===== src/rtl/profile_ctrl_ci_if.sv =====
// profile_ctrl_ci_if: CPU custom-instruction port bundle
// master = CPU side, slave = CI controller side
interface profile_ctrl_ci_if;
   logic        start;
   logic [7:0]  ciN;
   logic [31:0] valueA;
   logic [31:0] valueB;
   logic        stall;
   logic        busIdle;
   logic        done;
   logic [31:0] result;

   modport master (
      output start, ciN, valueA, valueB,
      output stall, busIdle,
      input  done, result
   );

   modport slave (
      input  start, ciN, valueA, valueB,
      input  stall, busIdle,
      output done, result
   );
endinterface


===== src/rtl/profile_ctrl_ci.sv =====
// profile_ctrl_ci: CI controller for four profiling counters
// Optional sticky overflow flags: PROFILE_CTRL_OVERFLOW_EN
module profile_ctrl_ci #(
   parameter logic [7:0] customId      = 8'h00,
   parameter int         COUNTER_WIDTH = 32
) (
   input logic             clock,
   input logic             reset,
   profile_ctrl_ci_if.slave bus
);

   logic [COUNTER_WIDTH-1:0] cnt [4];
   logic [3:0]  en;
   logic [3:0]  en_nxt;
   logic [3:0]  ovf;
   logic        accept;
   logic [3:0]  set_en;
   logic [3:0]  clr_en;
   logic [3:0]  clr_cnt;
   logic [3:0]  cond;
   logic [3:0]  inc;
   logic [31:0] rd;
   logic        unused;

   assign unused = ^{bus.valueA[31:3], bus.valueB[31:12]};

   assign accept  = bus.start && (bus.ciN == customId);
   assign set_en  = accept ? bus.valueB[3:0]  : 4'b0;
   assign clr_en  = accept ? bus.valueB[7:4]  : 4'b0;
   assign clr_cnt = accept ? bus.valueB[11:8] : 4'b0;
   assign en_nxt  = (en | set_en) & ~clr_en;
   assign cond    = {~bus.stall, bus.busIdle, bus.stall, 1'b1};

   // Increment qualifiers; clears at this edge suppress counting
   always_comb begin
      inc = en & ~clr_en & ~clr_cnt & cond;
   end

   // Read mux on pre-edge state
   always_comb begin
      rd = '0;
      if (bus.valueA[2]) begin
         rd = {24'b0, ovf, en};
      end else begin
         rd[COUNTER_WIDTH-1:0] = cnt[bus.valueA[1:0]];
      end
   end

   // Handshake, enables and counters
   always_ff @(posedge clock or negedge reset) begin
      if (!reset) begin
         bus.done   <= 1'b0;
         bus.result <= '0;
         en         <= 4'b0;
         for (int i = 0; i < 4; i++) cnt[i] <= '0;
      end else begin
         bus.done   <= accept;
         bus.result <= accept ? rd : 32'b0;
         en         <= en_nxt;
         for (int i = 0; i < 4; i++) begin
            if (clr_cnt[i]) begin
               cnt[i] <= '0;
            end else if (inc[i]) begin
               cnt[i] <= cnt[i] + COUNTER_WIDTH'(1);
            end
         end
      end
   end

`ifdef PROFILE_CTRL_OVERFLOW_EN
   // Sticky wrap flags; a counter clear takes priority over a wrap
   always_ff @(posedge clock or negedge reset) begin
      if (!reset) begin
         ovf <= 4'b0;
      end else begin
         for (int i = 0; i < 4; i++) begin
            if (clr_cnt[i]) begin
               ovf[i] <= 1'b0;
            end else if (inc[i] && (&cnt[i])) begin
               ovf[i] <= 1'b1;
            end
         end
      end
   end
`else
   assign ovf = 4'b0;
`endif

endmodule


===== src/flat_wrapper.sv =====
// flat-port wrapper written by rule: the top's interface ports become plain ports
module profile_ctrl_ci_flat 
#(
   parameter logic [7:0] customId      = 8'h00,
   parameter int         COUNTER_WIDTH = 32
)
  (clock, reset, bus_start, bus_ciN, bus_valueA, bus_valueB, bus_stall, bus_busIdle, bus_done, bus_result);
  profile_ctrl_ci_if bus_i ();
  input logic clock;
  input logic reset;
  input wire logic [$bits(bus_i.start)-1:0] bus_start;
  input wire logic [$bits(bus_i.ciN)-1:0] bus_ciN;
  input wire logic [$bits(bus_i.valueA)-1:0] bus_valueA;
  input wire logic [$bits(bus_i.valueB)-1:0] bus_valueB;
  input wire logic [$bits(bus_i.stall)-1:0] bus_stall;
  input wire logic [$bits(bus_i.busIdle)-1:0] bus_busIdle;
  output wire logic [$bits(bus_i.done)-1:0] bus_done;
  output wire logic [$bits(bus_i.result)-1:0] bus_result;
  assign bus_i.start = bus_start;
  assign bus_i.ciN = bus_ciN;
  assign bus_i.valueA = bus_valueA;
  assign bus_i.valueB = bus_valueB;
  assign bus_i.stall = bus_stall;
  assign bus_i.busIdle = bus_busIdle;
  assign bus_done = bus_i.done;
  assign bus_result = bus_i.result;
  profile_ctrl_ci #(.customId(customId), .COUNTER_WIDTH(COUNTER_WIDTH)) u_core (.clock(clock), .reset(reset), .bus(bus_i));
endmodule

===== config.mk =====
export PLATFORM = sky130hd
export DESIGN_NAME = profile_ctrl_ci_flat
export DESIGN_NICKNAME = d
export VERILOG_FILES = /design/src/rtl/profile_ctrl_ci_if.sv /design/src/rtl/profile_ctrl_ci.sv /design/src/flat_wrapper.sv
export SDC_FILE = /design/constraint.sdc
export NUM_CORES = 1
export LEC_CHECK = 0
export CAP_MARGIN = 10
export CORE_ASPECT_RATIO = 1.1
export CORE_MARGIN = 8
export CORE_UTILIZATION = 36
export DETAILED_ROUTE_END_ITERATION = 8
export SETUP_SLACK_MARGIN = 0.2
export SLEW_MARGIN = 0
export SYNTH_ARGS = -nofsm -noshare
export SYNTH_HDL_FRONTEND = slang
export SYNTH_SLANG_ARGS = --single-unit

===== constraint.sdc =====
create_clock -name clock -period 2.55 [get_ports clock]
set_input_delay 0.3825 -clock clock [delete_from_list [all_inputs] [get_ports clock]]
set_output_delay 0.3825 -clock clock [all_outputs]
set_load 0.005 [all_outputs]

# Word-level counts from Yosys, hierarchy flattened
# Index checks and enable logic that the tools add are counted.
# totals
reg_bits,165
out_inout_bits,33
elab_cells,43
# op_classes
add_sub_neg,4
order_cmp,1
muxes,16
n_bitwise,9
reduce_logical,6
# op_table
cell,n
32-bit 2-to-1 mux,12
32-bit by 1-bit adder with 32-bit output (second input constant),4
32-bit binary-select mux with 2-bit select,1
4-bit bitwise AND,4
4-bit 2-to-1 mux,3
8-bit logical NOT,1
4-bit NOT,2
2-bit nonzero test,4
4-bit OR,1
3-bit greater-or-equal comparator (second input constant),1
2-bit NOT with 3-bit output,1
1-bit logical AND,1
1-bit NOT,1

# Logic depth before layout (Yosys ltp)
# depth
ltp_word,9
ltp_mapped,8
ltp_nobuf,5

# Least setup slack after synthesis
# No wires, ideal clock.
# synth_path
kind,register to register
start,register u_core.cnt[0] (netlist name)
end,register u_core.cnt[16] (netlist name)
setup_time_ps,77
arrival_time_ps,1924
required_time_ps,2473
slack_ps,548
path_stages_with_launch,7
synth_period_minus_slack_ps,2002
cell_sequence,dfrtp_1 ha_1 nand3b_4 or4_4 buf_6 or4_1 a21oi_1
# synth_via
elab_chain_len,3
# synth_rtl
item,line,text
start: declaration,profile_ctrl_ci.sv:12,logic [COUNTER_WIDTH-1:0] cnt [4];
start signal: indexed assignment,profile_ctrl_ci.sv:64,cnt[i] <= cnt[i] + COUNTER_WIDTH'(1);
32-bit by 1-bit adder with 32-bit output,profile_ctrl_ci.sv:64,
32-bit 2-to-1 mux,profile_ctrl_ci.sv:63,end else if (inc[i]) begin
32-bit 2-to-1 mux,profile_ctrl_ci.sv:61,if (clr_cnt[i]) begin
# No other way between the ends. The select of a mux whose other input is x is not followed.
# A chain may end at the register's enable or synchronous reset.

# Worst setup path in the final report
# layout_path
start,register u_core.cnt[44] (netlist name)
end,register u_core.cnt[60] (netlist name)
# The elaborated chain is that of the path after synthesis.

==> summary by stage <==
Outcome
The run finished, with violations left. The checks that failed: negative hold slack.

Timing
At the pin with the least slew margin, the transition time is 0.7292 ns. Headroom to the max-slew limit came out at 51.38%. The final hold violation count is 9. The highest clock rate is 470.6 MHz. Adding up every negative setup slack in the final design gives 0 ns. Setup violations remaining at the end of the flow were counted as 0. The worst path uses 83.33% of the clock period.

The worst path in the final design needs a cycle of 2.125 ns, including I/O delays and setup. The final-report max-slew violation count was 0. Setup repair after global routing left no endpoint under its margin. The final hold slack is -0.01849 ns.

The clock arrives with 0.009676 ns of skew.

Synth
The leading register cell type out of synthesis is sky130_fd_sc_hd__dfrtp_1. Ranked by total cell area, the synthesized netlist is headed by sky130_fd_sc_hd__dfrtp_1, sky130_fd_sc_hd__mux4_2, sky130_fd_sc_hd__mux2i_1, sky130_fd_sc_hd__or4_1, sky130_fd_sc_hd__o31ai_1. The count of flip-flops with a built-in enable after synthesis is 0. The synthesized netlist occupies a cell area of 0.009507 mm^2. The number of warning messages in the yosys log is 0. After synthesis, the largest area contributor takes up 43.43% of total cell area. In the post-synthesis netlist, the cell with the most instances is sky130_fd_sc_hd__dfrtp_1.

The number of nets handed over by synthesis was 1030. After synthesis, flip-flops and latches occupy 43.43% of the total area. The post-synthesis async set-or-reset flop share is 100.0%. A synthesized cell averages 10.02 um^2. The count of distinct cell types in the synthesized netlist is 50. Synthesis handed over a netlist of 949 instances. The commonest cells after synthesis are sky130_fd_sc_hd__dfrtp_1, sky130_fd_sc_hd__a21oi_1, sky130_fd_sc_hd__nand2_1. The largest total area in the synthesized netlist belongs to sky130_fd_sc_hd__dfrtp_1. The count of state elements after synthesis is 165.

CTS
TritonCTS built the clock tree. In this run, CTS created clock tree buffers numbering 17. The CTS root buffer is sky130_fd_sc_hd__clkbuf_16.

Clock-pin slew was measured on the worst setup and hold paths at 0.07 ns. For this design, the CTS-stage hold fixing added 0 buffers. The clock latency on the worst-skew pair is 0.43 ns.

The clock drives 165 sinks. The number of buffers between clock root and the deepest sink is 2. The H-tree depth reported by CTS is 4.

Floorplan
For this configuration, the core starts out at a cell density of 36.47%. The die height is 186.4 um. 110 I/O pins were placed. The width of the die is 170.9 um. The full die area is 0.03187 mm^2. The core region is 0.02607 mm^2. The standard-cell row count is 62.

Layout
Counting the fill cells in the layout gives 2521. The number of nets in the final layout is 1083. The fraction of final layout cells with drive strength greater than 1 is 12.41%. The layout overhead on the synthesized area is 18.23%.

The filler-free cell count of the finished design is 1367. The repair_antennas step left the layout with diodes totalling 0. Summing all flip-flop and latch instances after layout gives 0.004129 mm^2. The multi-input combinational cells in the finished layout cover a total of 0.005004 mm^2. The post-route core utilization is 43.12%.

Setup path
In this run the register-to-register setup slack is 0.43 ns. The kind of start point of the critical path is a flip-flop. STA classifies the critical path endpoint as a flip-flop. The source of the critical timing path is u_core.cnt[44]. By startpoint and endpoint, the worst setup path is classified as flip-flop to flip-flop. The maximum fanout count along the critical path is 8. Data on the critical path is required at its endpoint by 2.90 ns. For the worst setup path, the data arrival time is 2.48 ns.

In this run the critical register-to-register path is launched from u_core.cnt[44].

Global routing
Entering global routing, the biggest net connects 71 pins. The initial antenna violation count was 0. For this run the aggregate overflow at the end of global routing stands at 0. The number of global-route vias before repair is 7631. The total routing usage reported by global routing is 17.20%. The first global-routing pass estimated 43270 um of wire.

Hold path
The path class of the lowest-slack min-delay path is input pin to asynchronous set/reset pin.

Detailed routing
In the final routed layout, each cell accounts on average for 19.69 um. The overall via count from detail_route is 8008. The total DRC errors in the routed layout is 0. The detailed-route wire length is 26920 um.

Dividing the detail-routed via count by the number of cells gives 5.858. The first TritonRoute pass finished after 5 iterations. In this run the remaining antenna-violating nets after routing total 0. The number of violations reported at the end of detailed-routing iteration 0 is 740.

Flow run
The number of max-capacitance violations reported is 0.

Pwr
VDD sags by at most 0.3975 mV. The total power per unit cell area is 540.9 mW/mm^2. For this design the static power due to leakage is 0.004307 uW.

Placement
Routability-driven placement finished with a final weighted congestion of 0.8284. After legalization and detailed placement, the total HPWL measured 19630 um. The number of cells after detailed placement is 1334.

During placement, the flow inserted port buffers numbering 60.
==> cell families (layout without fill, tap and decap cells) <==
| logic type | count (synthesis) | in the layout | synth area share (%) |
|---|---|---|---|
| buffers and inverters | 86 | 152 | 4.027 |
| multiplexers | 81 | 81 | 12.78 |
| XOR/XNOR | 1 | 1 | 0.09215 |
| flip-flops | 165 | 165 | 43.43 |
| AND/OR/NAND/NOR | 441 | 441 | 28.32 |
| AO/OA/AOI/OAI | 171 | 171 | 10.82 |
| adder cells (fa/ha/maj) | 4 | 4 | 0.5265 |
==> per-layer routing <==
layer	vias up	track usage (%)	share of wire [%]	routed length (um)
li1	3766	-	-	-
met1	3995	24.02	46	12280
met2	216	26.22	46	12470
met3	31	3.610	5.8	1564
met4	0	5.390	2.2	603
met5	-	0	0	0
==> worst paths after layout <==
| check | depth (start not counted) | end |
|---|---|---|
| setup / recovery | 4 | u_core.cnt[60] |
| hold / removal | 1 | u_core.bus.result[9] |
| setup reg to reg | 4 | u_core.cnt[60] |
| hold reg to reg | 2 | u_core.cnt[31] |
| max in group asynchronous | 2 | u_core.cnt[115] |
| min in group clock | 2 | u_core.cnt[31] |
==> power by group <==
group / total (uW) / switching (uW) / internal (uW)
logic: 764 / 396 / 367
registers: 2920 / 192 / 2730
clock network: 2390 / 1040 / 1350
total: 6080 / 1630 / 4450
==> flip-flops by register name, indices dropped and copies added (netlist names) <==
signal and count:
u_core.bus.done 1, u_core.bus.result 32, u_core.cnt 128, u_core.en 4
==> repair_timing <==
| action | in CTS | in global routing |
|---|---|---|
| setup buffers | 0 | 1 |
| endpoints found under the setup margin | 0 | 11 |
| gates resized for setup | 0 | 2 |
==> cell type report <==
cell class | instances | area share, %
Multi-Input combinational cell | 698 | 44.52
Inverter | 13 | 0.4342
Clock buffer | 25 | 4.408
Timing Repair Buffer | 107 | 9.563
Sequential cell | 165 | 36.74
Clock inverter | 7 | 0.4230
Tap cell | 352 | 3.919
==> through the flow <==
step	instance area, um^2	hold WS (ns)	setup WS (ns)	total power, uW
finish	11240	-0.01849	0.4251	6079
CTS	11220	0.01024	0.2156	6123
global route	11240	0.02704	0.2472	6356
floorplan	9507	0.08691	0.5483	3379
detailed placement	10680	0.4627	0.01330	3706
global placement	10680	0.4631	-0.01163	3687
==> cell usage in the layout, fill, tap and decap left out, types with 5 or more instances in the layout <==
cell                                n
sky130_fd_sc_hd__and4_1            22
sky130_fd_sc_hd__dfrtp_1          165
sky130_fd_sc_hd__o31ai_1           57
sky130_fd_sc_hd__nor2b_1           28
sky130_fd_sc_hd__clkinvlp_4         5
sky130_fd_sc_hd__clkbuf_16         17
sky130_fd_sc_hd__or3_1             21
sky130_fd_sc_hd__nor4_1            43
sky130_fd_sc_hd__nand2b_1          47
sky130_fd_sc_hd__buf_12            10
sky130_fd_sc_hd__mux4_2            31
sky130_fd_sc_hd__and2_1             9
sky130_fd_sc_hd__o21ai_0           22
sky130_fd_sc_hd__nand3_1           39
sky130_fd_sc_hd__buf_4             37
sky130_fd_sc_hd__inv_1             12
sky130_fd_sc_hd__or4_1             59
sky130_fd_sc_hd__mux2i_1           49
sky130_fd_sc_hd__nor2_1            12
sky130_fd_sc_hd__nand2_1           84
sky130_fd_sc_hd__clkdlybuf4s50_1   58
sky130_fd_sc_hd__a21oi_1           84
sky130_fd_sc_hd__and3_1             9
sky130_fd_sc_hd__nand4_1           42
==> critical path, cell delays in order (launching register included) <==
cell	delay, ns
sky130_fd_sc_hd__dfrtp_1	0.53
sky130_fd_sc_hd__nand4_1	0.24
sky130_fd_sc_hd__or4_1	0.66
sky130_fd_sc_hd__nor4_1	0.39
sky130_fd_sc_hd__mux2i_1	0.23
(Power assumes the default switching activity.)
